===== src/rtl/mem_arbiter_rr_pkg.sv =====
// Shared types for the round-robin memory arbiter: RAM status encoding,
// arbiter FSM states and the default word width.
package mem_arb_pkg;

  localparam int unsigned WORD_W = 32;

  typedef enum logic [1:0] {
    RAM_FREE   = 2'd0,
    RAM_BUSY   = 2'd1,
    RAM_ACCESS = 2'd2,
    RAM_ERROR  = 2'd3
  } ramstate_t;

  typedef enum logic {
    ST_IDLE = 1'b0,
    ST_BUSY = 1'b1
  } arb_state_t;

endpackage


===== src/rtl/mem_arbiter_rr_pick.sv =====
// rr_pick: combinational search for the first set bit of 'active', starting
// at 'ptr' and wrapping modulo NREQ. 'valid' is low when nothing is active.
module rr_pick
  import mem_arb_pkg::*;
#(
  parameter int unsigned NREQ = 2,
  localparam int unsigned IW = (NREQ > 1) ? $clog2(NREQ) : 1
) (
  input  logic [NREQ-1:0] active,
  input  logic [IW-1:0]   ptr,
  output logic [IW-1:0]   idx,
  output logic            valid
);

  int unsigned k;

  always_comb begin
    idx   = '0;
    valid = 1'b0;
    k     = 0;
    for (int unsigned off = 0; off < NREQ; off++) begin
      k = (32'(ptr) + off) % NREQ;
      if (!valid && active[IW'(k)]) begin
        valid = 1'b1;
        idx   = IW'(k);
      end
    end
  end

endmodule


===== src/rtl/mem_arbiter_rr.sv =====
// mem_arbiter_rr: N-requester round-robin arbiter onto a single RAM port,
// one outstanding access. Optional watchdog abort with `ARB_WATCHDOG_EN.
module mem_arbiter_rr
  import mem_arb_pkg::*;
#(
  parameter int unsigned NREQ        = 2,
  parameter int unsigned AW          = WORD_W,
  parameter int unsigned DW          = WORD_W,
  parameter int unsigned TIMEOUT_CYC = 64
) (
  input  logic                     CLK,
  input  logic                     nRST,
  input  logic [NREQ-1:0]          req_ren,
  input  logic [NREQ-1:0]          req_wen,
  input  logic [NREQ-1:0][AW-1:0]  req_addr,
  input  logic [NREQ-1:0][DW-1:0]  req_store,
  output logic [NREQ-1:0]          req_wait,
  output logic [DW-1:0]            req_load,
  output logic [AW-1:0]            ramaddr,
  output logic [DW-1:0]            ramstore,
  output logic                     ramREN,
  output logic                     ramWEN,
  input  logic [DW-1:0]            ramload,
  input  logic [1:0]               ramstate,
  output logic                     arb_err
);

  localparam int unsigned GW = $clog2(NREQ);

  if (NREQ < 2 || TIMEOUT_CYC < 1) begin : g_bad_param
    $error("mem_arbiter_rr: NREQ must be >= 2 and TIMEOUT_CYC >= 1");
  end

  arb_state_t      state_q, state_d;
  logic [GW-1:0]   grant_q, grant_d;
  logic [GW-1:0]   rr_ptr_q, rr_ptr_d;
  logic [GW-1:0]   ptr_next, pick_idx;
  logic            pick_valid;
  logic [NREQ-1:0] active;
  logic            ram_access, timeout, done;

  assign active     = req_ren | req_wen;
  assign ram_access = (ramstate_t'(ramstate) == RAM_ACCESS);
  assign ptr_next   = (grant_q == GW'(NREQ - 1)) ? '0 : grant_q + GW'(1);

  rr_pick #(.NREQ(NREQ)) u_pick (
    .active (active),
    .ptr    (rr_ptr_q),
    .idx    (pick_idx),
    .valid  (pick_valid)
  );

  always_ff @(posedge CLK or negedge nRST) begin
    if (!nRST) begin
      state_q  <= ST_IDLE;
      grant_q  <= '0;
      rr_ptr_q <= '0;
    end else begin
      state_q  <= state_d;
      grant_q  <= grant_d;
      rr_ptr_q <= rr_ptr_d;
    end
  end

`ifdef ARB_WATCHDOG_EN
  localparam int unsigned WD_W = $clog2(TIMEOUT_CYC + 1);
  logic [WD_W-1:0] wd_q;

  // Held at zero outside BUSY, so BUSY cycle n sees n-1 stalled cycles.
  always_ff @(posedge CLK or negedge nRST) begin
    if (!nRST)                  wd_q <= '0;
    else if (state_q != ST_BUSY) wd_q <= '0;
    else if (!ram_access)       wd_q <= wd_q + WD_W'(1);
  end

  assign timeout = (state_q == ST_BUSY) && !ram_access &&
                   (wd_q == WD_W'(TIMEOUT_CYC - 1));
`else
  assign timeout = 1'b0;
`endif

  always_comb begin
    state_d  = state_q;
    grant_d  = grant_q;
    rr_ptr_d = rr_ptr_q;
    ramaddr  = '0;
    ramstore = '0;
    ramREN   = 1'b0;
    ramWEN   = 1'b0;
    req_load = '0;
    arb_err  = 1'b0;
    done     = 1'b0;
    unique case (state_q)
      ST_IDLE: begin
        if (pick_valid) begin
          grant_d = pick_idx;
          state_d = ST_BUSY;
        end
      end
      ST_BUSY: begin
        ramaddr  = req_addr[grant_q];
        ramstore = req_store[grant_q];
        ramWEN   = req_wen[grant_q];
        ramREN   = req_ren[grant_q] & ~req_wen[grant_q];
        req_load = ramload;
        // A requester that abandons its access releases the port silently.
        if (!active[grant_q]) begin
          state_d = ST_IDLE;
        end else if (ram_access) begin
          done     = 1'b1;
          rr_ptr_d = ptr_next;
          state_d  = ST_IDLE;
        end else if (timeout) begin
          done     = 1'b1;
          arb_err  = 1'b1;
          req_load = '0;
          rr_ptr_d = ptr_next;
          state_d  = ST_IDLE;
        end
      end
      default: state_d = ST_IDLE;
    endcase
    req_wait = active;
    if (done) req_wait[grant_q] = 1'b0;
  end

endmodule


===== config.mk =====
export PLATFORM = sky130hd
export DESIGN_NAME = mem_arbiter_rr
export DESIGN_NICKNAME = d
export VERILOG_FILES = /design/src/rtl/mem_arbiter_rr_pkg.sv /design/src/rtl/mem_arbiter_rr_pick.sv /design/src/rtl/mem_arbiter_rr.sv
export SDC_FILE = /design/constraint.sdc
export NUM_CORES = 1
export LEC_CHECK = 0
export CAP_MARGIN = 10
export CORE_AREA = 2 2 105 107
export DETAILED_ROUTE_END_ITERATION = 10
export DIE_AREA = 0 0 107 109
export PLACE_DENSITY = 0.73
export SLEW_MARGIN = 10
export SYNTH_ARGS = -nofsm -noshare
export SYNTH_HDL_FRONTEND = slang
export SYNTH_HIERARCHICAL = 1
export SYNTH_SLANG_ARGS = --single-unit

===== constraint.sdc =====
create_clock -name CLK -period 2 [get_ports CLK]
set_clock_uncertainty 0.2 [all_clocks]
set_input_delay 0.4 -clock CLK [delete_from_list [all_inputs] [get_ports CLK]]
set_output_delay 0.4 -clock CLK [all_outputs]
set_load 0.05 [all_outputs]

==> flow_results.xml <==
<?xml version="1.0" encoding="UTF-8"?>
<metrics>
  <group name="power">
    <metric name="pwr-share-clk" unit="">0.021</metric>
    <metric name="fraction_of_power_spent_switching_nets" unit="">0.503</metric>
    <metric name="worst_case_vdd_ir_drop" unit="mV">0.812</metric>
    <metric name="power_switching" unit="mW">4.60</metric>
    <metric name="internal-power" unit="mW">4.55</metric>
    <metric name="combinationalPowerShare" unit="">0.962</metric>
    <metric name="power.density" unit="nW/um^2">1570</metric>
    <metric name="power.sequential.fraction" unit="">0.017</metric>
    <metric name="totalPowerFinal" unit="mW">9.16</metric>
    <metric name="cellLeakagePower" unit="nW">2.39</metric>
  </group>
  <group name="worst_setup_path">
    <metric name="reg2reg_setup_slack" unit="ns">0.47</metric>
    <metric name="required_time_of_the_worst_setup_path" unit="ns">1.40</metric>
    <metric name="cp-start-kind" unit="">flop</metric>
    <metric name="arrival_time_of_the_worst_setup_path" unit="ns">1.53</metric>
    <metric name="critPathKind" unit="">flop to output port</metric>
    <metric name="worst-path-max-fanout" unit="">7</metric>
    <metric name="timing.reg2reg.worst_path_depth" unit="">4</metric>
    <metric name="r2r_start" unit="">grant_q$_DFFE_PN0P_</metric>
    <metric name="crit_path_end_kind" unit="">output port</metric>
    <metric name="critical_path.reg2reg.endpoint" unit="">state_q$_DFF_PN0_</metric>
  </group>
  <group name="floorplan">
    <metric name="ios" unit="">269</metric>
    <metric name="dieArea" unit="um^2">11700</metric>
    <metric name="die_x" unit="um">107</metric>
    <metric name="std_cell_rows" unit="">38</metric>
    <metric name="core_region_area" unit="um^2">10600</metric>
    <metric name="dieHeight" unit="um">109</metric>
    <metric name="initial_core_utilization" unit="">0.156</metric>
  </group>
  <group name="logic_synthesis">
    <metric name="postSynthCellCount" unit="">209</metric>
    <metric name="cell_variety_after_synth" unit="">28</metric>
    <metric name="post_synth_instance_area" unit="um^2">1650</metric>
    <metric name="mappedNetlistNets" unit="">377</metric>
    <metric name="synth_warnings" unit="">6</metric>
    <metric name="ys_seq_elements" unit="">3</metric>
    <metric name="synth.yosys.seq_area_share" unit="">0.0454</metric>
    <metric name="avgSynthCellArea" unit="um^2">7.91</metric>
  </group>
  <group name="detailed_routing">
    <metric name="post_drt_via_cell_ratio" unit="">4.11</metric>
    <metric name="route.final.wire_length" unit="mm">9.86</metric>
    <metric name="route.detailed.wl_per_inst" unit="um">16.0</metric>
    <metric name="detail_route.iter0.violations" unit="">69</metric>
    <metric name="route.detailed.drc" unit="">0</metric>
    <metric name="dr_total_vias" unit="">2533</metric>
    <metric name="drt-pass1-iter-count" unit="">4</metric>
    <metric name="antenna_left" unit="">0</metric>
  </group>
  <group name="timing">
    <metric name="final.setup.worst_slack" unit="ns">-0.130</metric>
    <metric name="grt_setup_unrepaired" unit="">true</metric>
    <metric name="layout_min_cycle_time" unit="ns">2.13</metric>
    <metric name="final-setup-viol-count" unit="">60</metric>
    <metric name="timing.final.max_slew_violations" unit="">0</metric>
    <metric name="finalHoldWorstSlack" unit="ns">0.165</metric>
    <metric name="fmax" unit="MHz">470</metric>
    <metric name="timing.final.hold_violations" unit="">0</metric>
    <metric name="final_min_period_over_clock_period" unit="">1.06</metric>
    <metric name="sum_of_negative_setup_slack" unit="ns">-3.71</metric>
  </group>
  <group name="placed_design">
    <metric name="portBuffers" unit="">267</metric>
    <metric name="detailed_place_hpwl" unit="mm">7.94</metric>
    <metric name="worst_setup_timing_slack_at_the_placement_stage" unit="ns">-0.189</metric>
    <metric name="dp.cells" unit="">605</metric>
    <metric name="gp_routability_congestion" unit="">0.789</metric>
    <metric name="post_dp_cell_area" unit="um^2">5590</metric>
  </group>
  <group name="final_layout">
    <metric name="most-common-layout-cells" unit="">clkdlybuf4s50_1 (162), buf_12 (103), nor2b_2 (64), mux2i_1 (59), and2_1 (32)</metric>
    <metric name="fraction_of_the_core_area_covered_by_cells_at_the_end_of_the_flow" unit="">0.549</metric>
    <metric name="insertedDiodeCount" unit="">0</metric>
    <metric name="areaGrowthSynthToFinish" unit="%">252</metric>
    <metric name="final_common_cell" unit="">clkdlybuf4s50_1</metric>
    <metric name="final_cell_area" unit="um^2">5820</metric>
    <metric name="drive_gt1_frac" unit="">0.416</metric>
    <metric name="nets" unit="">645</metric>
    <metric name="final-instance-count-excl-fill" unit="">616</metric>
  </group>
  <group name="clock_network">
    <metric name="clk_transition_reported_paths" unit="ns">0.03</metric>
    <metric name="cts_tree" unit="">yes</metric>
    <metric name="clkLatencyLatePin" unit="ns">0.23</metric>
    <metric name="h-tree-depth" unit="">1</metric>
    <metric name="cts-root-to-sink-buffers" unit="">2</metric>
    <metric name="numClockSinks" unit="">3</metric>
    <metric name="cell_chosen_for_the_clock_root" unit="">clkbuf_8</metric>
    <metric name="cts_inserted_buffers" unit="">3</metric>
  </group>
  <group name="global_route">
    <metric name="global_route.overflow_total" unit="">0</metric>
    <metric name="grt_use_total" unit="">0.158</metric>
    <metric name="grt_first_pass_wirelength" unit="mm">14.7</metric>
    <metric name="antenna_violations_before_repair" unit="">0</metric>
    <metric name="grt_pass1_vias" unit="">2726</metric>
    <metric name="grt_max_degree" unit="">66</metric>
  </group>
  <group name="outcome">
    <metric name="failed_checks" unit="">setup timing</metric>
    <metric name="run_status" unit="">finished, violations left</metric>
  </group>
  <group name="run">
    <metric name="number_of_max_cap_violations" unit="">0</metric>
  </group>
  <group name="hold_path">
    <metric name="worst_hold_path_type" unit="">input pin to asynchronous set/reset pin</metric>
  </group>
</metrics>
==> cell type report <==
cell class                      instances  area, um^2
Timing Repair Buffer                  283        3910
Sequential cell                         3        80.1
Inverter                                2        7.51
Multi-Input combinational cell        184        1600
Tap cell                              140         175
Fill cell                             881        4790
Clock buffer                            4        45.0
==> timing repair <==
item / CTS / global route
buffers inserted: 3 / 1
cloned: 2 / 1
hold buffers: 0 / 0
gates resized for setup: 11 / 11
pin swaps: 1 / 2
setup endpoints to repair: 67 / 70
hold endpoints to repair: 0 / 0
==> Yosys cell counts, drive strengths merged <==
| library cell | n | area (um^2) |
|---|---|---|
| mux2 | 1 | 11.3 |
| o21a | 1 | 7.51 |
| a21boi | 1 | 7.51 |
| clkbuf | 9 | 33.8 |
| a21oi | 4 | 20.0 |
| or2 | 2 | 12.5 |
| nor2b | 66 | 413 |
| and2 | 33 | 206 |
| inv | 2 | 7.51 |
| nand3b | 1 | 7.51 |
| mux2i | 65 | 651 |
| nor2 | 2 | 10.0 |
| nand2 | 1 | 6.26 |
| nor3 | 1 | 5.00 |
| nand2b | 1 | 6.26 |
| a31o | 1 | 8.76 |
| o2bb2ai | 1 | 8.76 |
| conb | 1 | 3.75 |
| o21ai | 1 | 5.00 |
| dfrtp | 3 | 75.1 |
| and3b | 1 | 8.76 |
| buf | 11 | 139 |
==> metal layers <==
layer  wire length, um  track usage  vias to the layer above
met5                 0            0                        -
met3               871       0.0412                       15
met1              3390        0.174                     1149
met2              5430        0.306                      144
met4               172       0.0260                        0
li1                  -            -                     1225
==> logic make-up (layout without fill, tap and decap cells) <==
| kind of cell | Yosys count | in the layout | share of synthesized area |
|---|---|---|---|
| buffers and inverters | 22 | 289 | 0.109 |
| DFF | 3 | 3 | 0.0454 |
| AOI/OAI and AO/OA | 9 | 9 | 0.0348 |
| and+or+nand+nor | 108 | 108 | 0.408 |
| muxes | 66 | 66 | 0.400 |
| other | 1 | 1 | 0.00227 |
==> power groups by stage <==
stage | clock [mW] | combinational (mW) | sequential, mW
after floorplan | 0 | 4.59 | 0.105
after global placement | 0 | 8.41 | 0.165
after detailed placement | 0 | 8.51 | 0.166
after CTS | 0.185 | 8.77 | 0.155
after global routing | 0.198 | 9.13 | 0.165
final | 0.190 | 8.81 | 0.160
==> state kept, by name, indices dropped and copies added, names as in the netlist <==
register / cells
rr_ptr_q: 1
grant_q: 1
state_q: 1
==> worst max-delay path, cell delays in order (launching register included) <==
cell	delay, ns
dfrtp_4	0.53
buf_12	0.16
buf_16	0.14
mux2i_1	0.13
nor2b_2	0.18
buf_12	0.16
==> worst max-delay path by stage <==
stage,from,to,slack (ns)
6_report,grant_q$_DFFE_PN0P_,ramaddr[11],-0.13
5_1_grt,grant_q$_DFFE_PN0P_,ramaddr[20],-0.17
4_1_cts,grant_q$_DFFE_PN0P_,ramaddr[20],-0.11
3_5_place_dp,req_wen[0],grant_q$_DFFE_PN0P_,-0.19
3_3_place_gp,req_wen[0],grant_q$_DFFE_PN0P_,-0.12
2_1_floorplan,grant_q$_DFFE_PN0P_,ramaddr[31],0.07
(Power assumes the default switching activity.)
